File: config.mk
export PLATFORM = sky130hd
export DESIGN_NAME = up_counter
export DESIGN_NICKNAME = d
export VERILOG_FILES = /design/src/rtl/up_counter.sv
export SDC_FILE = /design/constraint.sdc
export NUM_CORES = 1
export LEC_CHECK = 0
export CELL_PAD_IN_SITES_DETAIL_PLACEMENT = 1
export CELL_PAD_IN_SITES_GLOBAL_PLACEMENT = 2
export CORE_AREA = 5 5 42 44
export DETAILED_ROUTE_END_ITERATION = 7
export DIE_AREA = 0 0 47 49
export GPL_TIMING_DRIVEN = 0
export MAX_ROUTING_LAYER = met4
export PLACE_DENSITY = 0.49
export SLEW_MARGIN = 20
export SYNTH_ARGS = -nofsm -noshare
export SYNTH_HDL_FRONTEND = slang
export SYNTH_SLANG_ARGS = --single-unit
export TNS_END_PERCENT = 100
File: constraint.sdc
create_clock -name CLK -period 2.5 [get_ports CLK]
set_input_delay 0.5 -clock CLK [delete_from_list [all_inputs] [get_ports CLK]]
set_output_delay 0.5 -clock CLK [all_outputs]
set_load 0.05 [all_outputs]
File: src/rtl/up_counter.sv
// Free-running registered step counter: cycles 0..MAX_COUNT, then wraps to 0 or saturates.
// Counter is driven straight from the state register.
module up_counter #(
  parameter int unsigned WIDTH       = 4,
  parameter int unsigned MAX_COUNT   = 7,
  parameter int unsigned RESET_VALUE = 0,
  parameter int unsigned WRAP        = 1
) (
  input  logic             CLK,
  input  logic             Reset,
  output logic [WIDTH-1:0] Counter
);

  // Parameter sanity: stop elaboration on impossible configurations
  if (WIDTH < 1) begin : g_chk_width
    $error("up_counter: WIDTH must be at least 1");
  end
  if (64'(MAX_COUNT) > ((64'd1 << WIDTH) - 64'd1)) begin : g_chk_max
    $error("up_counter: MAX_COUNT does not fit in WIDTH bits");
  end
  if (RESET_VALUE > MAX_COUNT) begin : g_chk_rst
    $error("up_counter: RESET_VALUE must not exceed MAX_COUNT");
  end

  localparam logic [WIDTH-1:0] MAX_V = WIDTH'(MAX_COUNT);
  localparam logic [WIDTH-1:0] RST_V = WIDTH'(RESET_VALUE);

  // Declaration initialiser gives a defined power-up value in simulation only
  logic [WIDTH-1:0] count_q = RST_V;
  logic [WIDTH-1:0] count_d;

  // Next count; anything above MAX_V is unreachable and recovers to zero
  always_comb begin
    count_d = '0;
    if (count_q < MAX_V) begin
      count_d = count_q + WIDTH'(1);
    end else if ((count_q == MAX_V) && (WRAP == 0)) begin
      count_d = MAX_V;
    end
  end

  always_ff @(posedge CLK or negedge Reset) begin
    if (!Reset) begin
      count_q <= RST_V;
    end else begin
      count_q <= count_d;
    end
  end

  assign Counter = count_q;

endmodule

==> key figures, run 1 <==
Critical path
  • Setup slack, reg-to-reg: 1.47 ns
  • Worst Reg-to-Reg Cells: 3
  • WP buf/inv: 1
  • CP max-delay cell: clkdlybuf4s50_1
  • Crit path max fanout: 4
  • Worst Path Required: 2.00 ns
  • CP delay by family, top: buffers and inverters
  • CP startpoint: Counter[2]
  • CP Cell Sequence: clkdlybuf4s50_1
  • Critical path startpoint category: register
  • Kind of critical path: reg -> out
  • Worst r2r src: Counter[0]
  • Worst R2R End: Counter[0]
  • Critical Path Stages: 1
  • End of the critical path: Counter[2]
  • CP arrival: 1.46 ns
  • Worst stage delay on the critical path: 0.83 ns
  • Worst Setup End Kind: output port

Die
  • Initial core utilization: 11.34%
  • Total die area: 2303 um^2
  • Core box area: 1401 um^2
  • Ports: 6
  • Die Span Y: 49 um
  • Die X: 47 um
  • # rows: 14

Hold path
  • Worst hold path class: in -> async

CTS
  • CTS tree: done
  • Worst-skew pair later-pin latency: 0.23 ns
  • CTS Root Buffer Type: clkbuf_4
  • Num CTS Buffers: 3
  • CTS Sinks: 4
  • Number of H-tree levels: 1
  • Max Root-Sink Buffers: 2
  • Hold_buf cts: 0
  • Setup Fix Bufs, Post-CTS: 0
  • CTS clock-pin slew for the worst setup and hold paths: 0.04 ns
  • CTS resizes: 0

Finish
  • Sequential cell area: 100.1 um^2
  • Fill cell count: 172
  • Fin nets: 25
  • Diode count: 0
  • Area delta synth->final: 58.27%
  • Number of flip-flops in the largest register: 4
  • Layout cell share with drive strength beyond 1: 25.00%
  • Area of the multi-input gates: 58.81 um^2

Detailed routing
  • Wire per inst: 10.42 um
  • DRC: 0
  • Initial DRC Count: 0
  • Antenna viol nets, final: 0
  • Drt first pass iters: 1
  • DR vias/cell: 3.583
  • Final wirelength: 375 um
  • Via Count: 129

Synth
  • Synth Register Bits: 4
  • Yosys warns: 0
  • Yosys cell types: 8
  • Syn Inst Count: 12
  • Mapped cell area: 158.9 um^2
  • Mapped Nets: 15
  • Sequential area share after synthesis: 62.99%
  • Syn Area/Cell: 13.24 um^2

STA
  • Setup_tns: 0 ns
  • Worst Skew: 0.002227 ns
  • Final hold violations: 0
  • Least-Margin Pin Slew: 0.5085 ns
  • Relative slew slack: 65.99%
  • Fmax: 509.0 MHz
  • Final setup vio count: 0
  • Slew Limit Fails: 0
  • Setup ws final: 0.5354 ns
  • Period utilization: 78.58%
  • RSZ-0062 raised after global routing: no
  • Crit path time final: 1.965 ns

Power and ir drop
  • Static Leak: 0.1088 nW
  • Final Power: 0.0001474 W
  • P_sw: 0.00002724 W
  • Clock power frac: 54.0%
  • Max VDD drop: 0.1096 mV
  • Gate power share: 1.8%
  • Sw Ratio: 18.48%
  • P per Cell Area: 586.1 nW/um^2
  • Reg power frac: 44.2%
  • Internal cell power: 0.0001202 W

Placement
  • Port buffer count: 5
  • Dpl hpwl: 309.3 um
  • GPL Wtd Cong: 0.5983
  • Place WS: 0.7724 ns

Global route
  • Total GRT Usage: 4.552%
  • Antenna violations before repair: 0
  • Largest net degree at the start of global routing: 5
  • Vias in the first global route: 155
  • GR Overflow Total: 0
  • First-pass GRT wire length: 621 um

Run status
  • Outcome: complete, no violations

Flow run
  • Max cap viols: 0
-- cell usage in the layout, fill, tap and decap left out --
cell type and instances:
nor2_1 2, dfrtp_1 4, clkdlybuf4s50_1 5, a21oi_1 1, ha_1 1, and2_2 1
xnor2_1 1, nand4b_1 1, and2b_2 1, clkbuf_4 3
-- kinds of logic (layout without fill, tap and decap cells) --
logic type / count (synthesis) / in the layout / share of synthesized area, %
compound gates: 1 / 1 / 3.147
flops: 4 / 4 / 62.99
xor+xnor: 1 / 1 / 5.513
buf+inv: 0 / 8 / 0
fa+ha+maj: 1 / 1 / 7.873
simple gates: 5 / 5 / 20.48
-- power groups by stage --
stage	sequential (W)	clock [W]	combinational, W
2_1_floorplan	0.0000659	0	0.0000000000246
3_5_place_dp	0.0000659	0	0.00000283
5_1_grt	0.0000650	0.0000883	0.00000296
6_report	0.0000651	0.0000796	0.00000267
3_3_place_gp	0.0000659	0	0.00000264
4_1_cts	0.0000651	0.0000860	0.00000283
-- stage by stage --
stage	hold WS (ns)	area [um^2]	utilization, %	instances
after CTS	0.4715	251.5	17.95	36
after floorplan	0.2044	158.9	-	12
after detailed placement	0.4807	229.0	16.34	33
after global routing	0.4786	251.5	17.95	36
after global placement	0.4738	229.0	16.34	33
final	0.4761	251.5	17.95	36
-- how the worst min path moves through the flow --
stage / to / cells past startpoint / slack [ns]
final: Counter[1] / 1 / 0.48
after global routing: Counter[1] / 1 / 0.48
after CTS: Counter[0] / 1 / 0.47
after detailed placement: Counter[2] / 1 / 0.48
after global placement: Counter[2] / 1 / 0.47
after floorplan: Counter[0] / 0 / 0.20
-- routing by layer --
metal	wire length (um)	part of all wire [%]	global-route usage, %	vias up
met2	187	50	4.525	6
met3	41	11	3.690	0
met4	0	0	5.530	0
met5	0	0	-	-
met1	145	39	4.626	66
li1	-	-	-	57
-- synthesized netlist by cell type (all sizes together) --
cell type | instances | area [um^2]
and2 | 1 | 7.510
xnor2 | 1 | 8.760
nand4b | 1 | 8.760
dfrtp | 4 | 100.1
a21oi | 1 | 5.000
nor2 | 2 | 7.510
ha | 1 | 12.51
and2b | 1 | 8.760
-- cell type report --
class | count | area share, %
Clock buffer | 3 | 8.955
Sequential cell | 4 | 39.80
Multi-Input combinational cell | 8 | 23.38
Tap cell | 16 | 7.960
Timing Repair Buffer | 5 | 19.90
No activity file was read; power rests on OpenSTA's default activity.
==> inputs of run 2 (changes only) <==
--- a/config.mk
+++ b/config.mk
@@ -12,7 +12,7 @@
 export DIE_AREA = 0 0 47 49
 export GPL_TIMING_DRIVEN = 0
 export MAX_ROUTING_LAYER = met4
-export PLACE_DENSITY = 0.49
+export PLACE_DENSITY = 0.5
 export SLEW_MARGIN = 20
 export SYNTH_ARGS = -nofsm -noshare
 export SYNTH_HDL_FRONTEND = slang
==> constraint.sdc (replaced) <==
create_clock -name CLK -period 1.65 [get_ports CLK]
set_input_delay 0.33 -clock CLK [delete_from_list [all_inputs] [get_ports CLK]]
set_output_delay 0.33 -clock CLK [all_outputs]
set_load 0.05 [all_outputs]
==> key figures, run 2 (synthesized netlist as in run 1, its figures left out) <==
Global route
  • First-pass GRT wire length: 565 um
  • GR Overflow Total: 0
  • Antenna violations before repair: 0
  • Total GRT Usage: 4.272%
  • Vias in the first global route: 131
  • Largest net degree at the start of global routing: 5

Detailed routing
  • Wire per inst: 9.639 um
  • Via Count: 124
  • Initial DRC Count: 2
  • Drt first pass iters: 2
  • Final wirelength: 347 um
  • DR vias/cell: 3.444
  • DRC: 0
  • Antenna viol nets, final: 0

Critical path
  • Kind of critical path: reg -> out
  • WP buf/inv: 1
  • Worst Setup End Kind: output port
  • Worst Path Required: 1.32 ns
  • CP Cell Sequence: dlygate4sd2_1
  • CP max-delay cell: dlygate4sd2_1
  • Crit path max fanout: 4
  • CP delay by family, top: buffers and inverters
  • Critical path startpoint category: register
  • Worst stage delay on the critical path: 0.55 ns
  • CP arrival: 1.17 ns

STA
  • Final setup vio count: 0
  • Worst Skew: 0.003076 ns
  • Period utilization: 90.96%
  • Least-Margin Pin Slew: 0.5013 ns
  • Slew Limit Fails: 0
  • Setup_tns: 0 ns
  • RSZ-0062 raised after global routing: no
  • Fmax: 666.3 MHz
  • Relative slew slack: 66.71%
  • Crit path time final: 1.501 ns
  • Final hold violations: 0

Power and ir drop
  • Final Power: 0.0002240 W
  • Static Leak: 0.1212 nW
  • Max VDD drop: 0.4786 mV
  • P per Cell Area: 908.8 nW/um^2

CTS
  • Worst-skew pair later-pin latency: 0.23 ns
  • Number of H-tree levels: 1
  • Num CTS Buffers: 3
  • CTS Sinks: 4
  • Max Root-Sink Buffers: 2
  • CTS clock-pin slew for the worst setup and hold paths: 0.04 ns
  • CTS Root Buffer Type: clkbuf_4
  • CTS tree: done
  • Setup Fix Bufs, Post-CTS: 0

Placement
  • Inst Count DP: 33
  • Dpl hpwl: 263.9 um
  • GPL Wtd Cong: 0.6935
  • Port buffer count: 5

Finish
  • Layout cell share with drive strength beyond 1: 25.00%
  • Area delta synth->final: 55.12%
  • Most frequent cells in the layout: dfrtp_1, dlygate4sd2_1, clkbuf_4
  • Diode count: 0
  • Fill cell count: 170
  • Final cell count without fillers: 36
  • Fin nets: 25
  • Number of flip-flops in the largest register: 4

Die
  • # rows: 14
  • Die X: 47 um
  • Initial core utilization: 11.34%
  • Die Span Y: 49 um
  • Core box area: 1401 um^2
  • Total die area: 2303 um^2
  • Ports: 6

Hold path
  • Worst hold path class: in -> async

Run status
  • Outcome: complete, no violations

Flow run
  • Max cap viols: 0
[run 2: cell count changes in the layout (fill, tap and decap cells not counted), sizes merged]
| cell | before | now |
|---|---|---|
| dlygate4sd2 | 0 | 4 |
| clkdlybuf4s50 | 5 | 1 |
[run 2: path summary, 6_finish.rpt]
check,start,to,slack (ns),depth (start not counted)
setup reg to reg,Counter[0],Counter[1],0.61,3
min in group CLK,Counter[3],Counter[2],0.47,1
setup / recovery,Counter[2],Counter[2],0.15,1
hold reg to reg,Counter[3],Counter[2],0.47,1
hold / removal,Reset,Counter[3],0.30,1
max in group asynchronous,Reset,Counter[1],1.18,1
[run 2: metrics by stage]
stage | cell area (um^2) | util [%] | hold slack (ns) | worst slack [ns]
floorplan | 158.9 | - | 0.03441 | 0.3386
global placement | 229.0 | 16.34 | 0.4582 | 0.1152
detailed placement | 229.0 | 16.34 | 0.4761 | 0.1110
CTS | 246.5 | 17.59 | 0.3027 | 0.1352
global route | 246.5 | 17.59 | 0.2970 | 0.08388
finish | 246.5 | 17.59 | 0.3001 | 0.1491
[run 2: layer usage]
metal / vias up / share of wire, % / wire length [um] / global-route usage, %
met4: 0 / 0 / 0 / 1.382
met5: - / 0 / 0 / -
li1: 57 / - / - / -
met3: 0 / 22 / 77 / 7.011
met2: 10 / 33 / 113 / 3.620
met1: 57 / 45 / 156 / 4.656
[run 2: area by class of cell]
cell class,instances,area (um^2),area share (%)
tap,16,20.02,8.122
multi-input combinational,8,58.81,23.86
clock buffer,3,22.52,9.137
sequential,4,100.1,40.61
timing repair buffer,5,45.04,18.27
[run 2: power breakdown]
part	total, W	internal (W)	switching, W
clock	0.000121	0.0000814	0.0000401
sequential	0.0000986	0.0000986	0
combinational	0.00000394	0.00000211	0.00000183
total	0.000224	0.000182	0.0000419
[run 2: repair_timing]
item,CTS,global route
hold buffers,0,0
resized for setup,4,0
endpoints found under the setup margin,4,0
==> inputs of run 3 (changes only) <==
--- a/config.mk
+++ b/config.mk
@@ -13,7 +13,6 @@
 export GPL_TIMING_DRIVEN = 0
 export MAX_ROUTING_LAYER = met4
 export PLACE_DENSITY = 0.5
-export SLEW_MARGIN = 20
 export SYNTH_ARGS = -nofsm -noshare
 export SYNTH_HDL_FRONTEND = slang
 export SYNTH_SLANG_ARGS = --single-unit
==> results of run 3 <==
Final layout, timing and power as in run 2 (identical DEF).
